[config.mk]
export PLATFORM = sky130hd
export DESIGN_NAME = vco_adc_capture_ctrl
export DESIGN_NICKNAME = d
export VERILOG_FILES = /design/src/rtl/vco_adc_capture_ctrl.sv
export SDC_FILE = /design/constraint.sdc
export NUM_CORES = 1
export LEC_CHECK = 0
export BUFFER_PORTS_ARGS = -buffer_cell sky130_fd_sc_hd__buf_2
export CORE_ASPECT_RATIO = 0.8
export CORE_MARGIN = 1.5
export CORE_UTILIZATION = 30
export CTS_CLUSTER_SIZE = 20
export DETAILED_ROUTE_END_ITERATION = 10
export PLACE_DENSITY = 0.54
export SKIP_CTS_REPAIR_TIMING = 1
export SKIP_LAST_GASP = 1
export SLEW_MARGIN = 15
export SYNTH_ARGS = -nofsm -noshare
export SYNTH_HDL_FRONTEND = slang
export SYNTH_SLANG_ARGS = --single-unit
[constraint.sdc]
create_clock -name clk -period 3.26 [get_ports clk]
set_input_delay 0.489 -clock clk [delete_from_list [all_inputs] [get_ports clk]]
set_output_delay 0.489 -clock clk [all_outputs]
set_load 0.01 [all_outputs]
[src/rtl/vco_adc_capture_ctrl.sv]
// Capture sequencer for the VCO-based ADC: runs start/stop bursts, gates the ADC
// enable, and buffers accepted samples in a small first-word-fall-through FIFO.
module vco_adc_capture_ctrl #(
  parameter int unsigned DATA_WIDTH = 32,
  parameter int unsigned FIFO_DEPTH = 4,
  parameter int unsigned CNT_W      = 16
) (
  input  logic                  clk,
  input  logic                  rst_n,
  input  logic                  start_in,
  input  logic                  stop_in,
  input  logic [CNT_W-1:0]      burst_len_in,
  input  logic [9:0]            oversample_cfg_in,
  input  logic [CNT_W-1:0]      timeout_in,
  output logic                  adc_enable_out,
  output logic [9:0]            adc_oversample_out,
  input  logic [DATA_WIDTH-1:0] adc_data_in,
  input  logic                  adc_valid_in,
  output logic [DATA_WIDTH-1:0] rd_data_out,
  output logic                  rd_valid_out,
  input  logic                  rd_ready_in,
  output logic                  busy_out,
  output logic                  done_out,
  output logic                  overflow_out,
  output logic                  timeout_out,
  output logic [CNT_W-1:0]      count_out
);

  localparam int unsigned AW = $clog2(FIFO_DEPTH);
  localparam int unsigned PW = AW + 1;

  typedef enum logic [1:0] {IDLE, RUN, STOP} state_e;

  state_e           state_q, state_d;
  logic [CNT_W-1:0] burst_q, burst_d, tmo_q, tmo_d;
  logic [CNT_W-1:0] tcnt_q, tcnt_d, count_q, count_d, count_inc;
  logic [9:0]       osr_q, osr_d;
  logic [1:0]       guard_q, guard_d;
  logic             ovf_q, ovf_d, tflag_q, tflag_d, done_q, done_d;
  logic             en_q, busy_q;

  logic [PW-1:0]         wr_ptr_q, rd_ptr_q;
  logic [DATA_WIDTH-1:0] mem_q [FIFO_DEPTH];
  logic                  full, pop, push;

  assign rd_valid_out = (wr_ptr_q != rd_ptr_q);
  assign rd_data_out  = mem_q[rd_ptr_q[AW-1:0]];
  assign full         = (wr_ptr_q[AW] != rd_ptr_q[AW]) &&
                        (wr_ptr_q[AW-1:0] == rd_ptr_q[AW-1:0]);
  assign pop          = rd_valid_out && rd_ready_in;

  // NOTE: every signal written here gets a default first so no latch is inferred.
  always_comb begin
    state_d   = state_q;
    burst_d   = burst_q;
    tmo_d     = tmo_q;
    tcnt_d    = tcnt_q;
    count_d   = count_q;
    osr_d     = osr_q;
    guard_d   = guard_q;
    ovf_d     = ovf_q;
    tflag_d   = tflag_q;
    done_d    = 1'b0;
    push      = 1'b0;
    count_inc = count_q + CNT_W'(1);

    unique case (state_q)
      IDLE: begin
        if (start_in) begin
          state_d = RUN;
          burst_d = burst_len_in;
          tmo_d   = timeout_in;
          osr_d   = oversample_cfg_in;
          count_d = '0;
          ovf_d   = 1'b0;
          tflag_d = 1'b0;
          tcnt_d  = '0;
        end
      end
      RUN: begin
        tcnt_d = adc_valid_in ? '0 : ((tcnt_q == '1) ? tcnt_q : tcnt_q + CNT_W'(1));
        if (adc_valid_in) begin
          if (!full || pop) begin
            push    = 1'b1;
            count_d = (count_q == '1) ? count_q : count_inc;
          end else begin
            ovf_d = 1'b1;
          end
        end
        if (push && (burst_q != '0) && (count_inc == burst_q)) state_d = STOP;
        if (stop_in) state_d = STOP;
        if ((tmo_q != '0) && (tcnt_q == tmo_q)) begin
          state_d = STOP;
          tflag_d = 1'b1;
        end
        if (state_d == STOP) guard_d = '0;
      end
      STOP: begin
        // Late ADC strobes are swallowed here while the guard window runs out.
        if (guard_q == 2'd3) begin
          state_d = IDLE;
          done_d  = 1'b1;
        end else begin
          guard_d = guard_q + 2'd1;
        end
      end
      default: state_d = IDLE;
    endcase
  end

  // NOTE: sequential state uses non-blocking assignments only.
  always_ff @(posedge clk or negedge rst_n) begin
    if (!rst_n) begin
      state_q  <= IDLE;
      burst_q  <= '0;
      tmo_q    <= '0;
      tcnt_q   <= '0;
      count_q  <= '0;
      osr_q    <= 10'h0FF;
      guard_q  <= '0;
      ovf_q    <= 1'b0;
      tflag_q  <= 1'b0;
      done_q   <= 1'b0;
      en_q     <= 1'b0;
      busy_q   <= 1'b0;
      wr_ptr_q <= '0;
      rd_ptr_q <= '0;
    end else begin
      state_q  <= state_d;
      burst_q  <= burst_d;
      tmo_q    <= tmo_d;
      tcnt_q   <= tcnt_d;
      count_q  <= count_d;
      osr_q    <= osr_d;
      guard_q  <= guard_d;
      ovf_q    <= ovf_d;
      tflag_q  <= tflag_d;
      done_q   <= done_d;
      en_q     <= (state_d == RUN);
      busy_q   <= (state_d != IDLE);
      if (push) wr_ptr_q <= wr_ptr_q + PW'(1);
      if (pop)  rd_ptr_q <= rd_ptr_q + PW'(1);
    end
  end

  // NOTE: sample storage has no reset; the pointers alone define what is valid.
  always_ff @(posedge clk) begin
    if (push) mem_q[wr_ptr_q[AW-1:0]] <= adc_data_in;
  end

  assign adc_enable_out     = en_q;
  assign adc_oversample_out = osr_q;
  assign busy_out           = busy_q;
  assign done_out           = done_q;
  assign overflow_out       = ovf_q;
  assign timeout_out        = tflag_q;
  assign count_out          = count_q;

endmodule

==> results by group <==
Status
  • Status: complete, no violations

Global routing
  • Antenna violations before repair: 2
  • Tot GR Track Use: 13.0%
  • Pin count of the biggest net entering global routing: 56
  • Total grt overflow: 0
  • First-pass GRT wire length: 32.2 mm
  • Number of global-route vias before repair: 5796

Synth
  • Cells after Synth: 614
  • Sequential share of the synthesized area: 65.4%
  • Synthesized net count: 702
  • Largest area contributor in the netlist: edfxtp_1
  • Ys Warns: 0
  • Flops & latches, synth: 217
  • EDFF count, synth: 128
  • Netlist cell types: 54
  • Ys flop type: edfxtp_1
  • Synth top area share: 41.3%
  • Mapped cell area: 0.00930 mm2
  • Syn Area/Cell: 15.1 um2
  • Ranking of synthesized cells by area: edfxtp_1 41%, dfrtp_1 22%, mux4_2 7.8%
  • FFs w/ async S/R, synth: 41.0%

Flow run
  • Max capacitance violation total: 0

Floorplan
  • Starting Density: 30.5%
  • Core Region: 0.0305 mm2
  • # rows: 57
  • Chip height: 160 um
  • Die width: 200 um
  • Die footprint: 0.0321 mm2
  • Io pins: 144

Timing
  • Relative slew margins: 38.5%
  • TNS Setup: 0 ns
  • Final hold viol count: 0
  • Unrepaired setup endpoints after global routing: no
  • Slew Limit Fails: 0
  • Max Clk Rate: 0.341 GHz
  • Skew final: 0.0184 ns
  • Final setup viols: 0
  • Crit share post-route: 90.0%
  • Worst-Margin Slew: 0.923 ns
  • Period minus WS final: 2.93 ns

Placement
  • Post-Place Cells: 1155
  • # port buffers: 143
  • RD Place Congestion: 0.825
  • DP HPWL: 13.6 mm

Clocking
  • H-tree levels: 1
  • CTS tree: built
  • Root Driver: clkbuf_16
  • Clock transition at path regs: 0.06 ns
  • Clock buffer depth: 3
  • CTS Sinks: 217
  • Num CTS Buffers: 25
  • Worst skew pair latency: 0.53 ns

Worst setup path
  • CP peak stage delay: 0.54 ns
  • Setup crit end kind: flip-flop
  • Slowest-stage cell, CP: or4b_1
  • Buffer and inverter count on the worst path: 0
  • Critical Path Fanout Max: 8
  • Critical path, cell by cell: ha_1, and3_1, nand4_1, or4b_1, o221ai_1, a21oi_1, o31a_1, a221o_1
  • Worst path top cell family by delay: simple AND/OR/NAND/NOR gates
  • Critical path type: flip-flop to flip-flop
  • CP startpoint kind: flip-flop
  • Worst path required time: 3.66 ns
  • WP data arrival: 3.34 ns

Final layout
  • Final Non-Filler Cells: 1202
  • Commonest non-fill, non-tap cell in the layout: buf_2
  • Commonest cells after routing, fill and taps aside: 142 x buf_2, 128 x edfxtp_1, 80 x dfrtp_1, 42 x mux2_2
  • Nets: 857
  • Layout area overhead: 22.1%
  • Share of cells above drive strength 1: 36.3%

Routing
  • Post-Route WL: 20.5 mm
  • Final antenna-violating net count: 0
  • Wirelength per Cell: 17.1 um
  • DRC errors left: 0
  • Routed vias: 5646
  • Via density: 4.70
  • Initial drt markers: 206
  • 1st-pass router iterations: 4

Hold path
  • Worst Hold Class: primary input to async pin

Power and ir drop
  • Worst vdd ir: 473 uV
  • Pleak: 0.00438 uW
  • Pwr dens: 839 mW/mm2
-- kinds of logic after synthesis --
kind of cell | synth area share [%]
adders and majority gates | 1.08
xor gates and xnor gates | 5.18
and+or+nand+nor | 8.51
buffers and inverters | 1.95
AOI/OAI and AO/OA | 4.72
muxes | 13.2
DFF | 65.4
-- final cells by class --
| type | count | area (um2) |
|---|---|---|
| Timing Repair Buffer | 160 | 858 |
| Clock inverter | 12 | 129 |
| Fill cell | 2938 | 19100 |
| Tap cell | 413 | 517 |
| Sequential cell | 217 | 6080 |
| Clock buffer | 34 | 689 |
| Inverter | 10 | 37.5 |
| Multi-Input combinational cell | 355 | 3040 |
| Antenna cell | 1 | 2.50 |
-- per-layer routing --
metal	vias to the layer above	global-route usage [%]	part of all wire [%]
met5	-	0	0.034
met4	2	3.35	2.1
met3	30	3.59	7.1
met2	156	19.4	43
met1	2796	18.4	47
li1	2662	-	-
-- metrics by stage --
| stage | util [%] | instance area (um2) | hold WS [ns] | total power (uW) | setup slack (ns) |
|---|---|---|---|---|---|
| after floorplan | - | 9300 | 0.193 | 5840 | 0.561 |
| after global placement | 34.6 | 10500 | 0.479 | 6830 | 0.461 |
| after detailed placement | 34.6 | 10500 | 0.477 | 6870 | 0.339 |
| after CTS | 37.3 | 11400 | 0.0199 | 9710 | 0.344 |
| after global routing | 37.3 | 11400 | 0.0609 | 10100 | 0.133 |
| final | 37.3 | 11400 | 0.0150 | 9530 | 0.327 |
-- sequential cells by signal, summed over array words and instances, names as in the netlist --
| register | count |
|---|---|
| tmo_q | 16 |
| tcnt_q | 16 |
| state_q | 2 |
| overflow_out | 1 |
| wr_ptr_q | 3 |
| burst_q | 16 |
| adc_oversample_out | 10 |
| adc_enable_out | 1 |
| count_out | 16 |
| timeout_out | 1 |
| mem_q | 128 |
| rd_ptr_q | 3 |
| guard_q | 2 |
| busy_out | 1 |
| done_out | 1 |
-- cells in the mapped netlist, types with 2 or more instances --
cell type / n
buf_6: 2
and2_1: 7
o31ai_1: 11
nand2b_1: 6
mux2i_1: 3
edfxtp_1: 128
buf_1: 5
o41ai_1: 2
or3_1: 5
a211o_1: 2
nor3b_1: 4
o21ai_0: 22
nand3b_1: 2
a21o_1: 2
and3_1: 6
nand2_1: 24
ha_1: 8
nor3_1: 7
nor2_1: 32
a21oi_1: 12
nand4_1: 13
xor2_1: 27
mux2_2: 42
dfrtp_1: 81
nand3_1: 15
a31oi_1: 2
and3b_1: 2
buf_2: 7
and4_1: 3
mux4_2: 32
dfstp_2: 8
nor2b_1: 3
inv_1: 10
nor4_1: 15
clkbuf_1: 18
xnor2_1: 28
-- worst reg2reg max path, delay by kind of cell (launching register included) --
kind                     cells  cell delay, ns
adder cells (fa/ha/maj)      1            0.28
flip-flops                   1            0.47
AND/OR/NAND/NOR              3            1.16
AO/OA/AOI/OAI                4            0.91
-- final timing paths --
kind	slack, ns	start	endpoint	depth (start not counted)
max in group asynchronous	2.46	rst_n	adc_oversample_out[5]	2
worst min-delay path	0.02	rst_n	burst_q[0]	1
worst min register to register	0.49	wr_ptr_q[2]	wr_ptr_q[2]	1
min in group clk	0.17	burst_len_in[8]	burst_q[8]	3
worst max register to register	0.33	count_out[0]	guard_q[1]	8
worst max-delay path	0.33	count_out[0]	guard_q[1]	8
-- power by group --
| group | switching [uW] | internal [uW] | leakage (uW) |
|---|---|---|---|
| logic | 1430 | 1380 | 0.00170 |
| registers | 434 | 3500 | 0.00227 |
| clock network | 1130 | 1650 | 0.000404 |
| total | 3000 | 6540 | 0.00438 |
No activity file was read; power rests on OpenSTA's default activity.
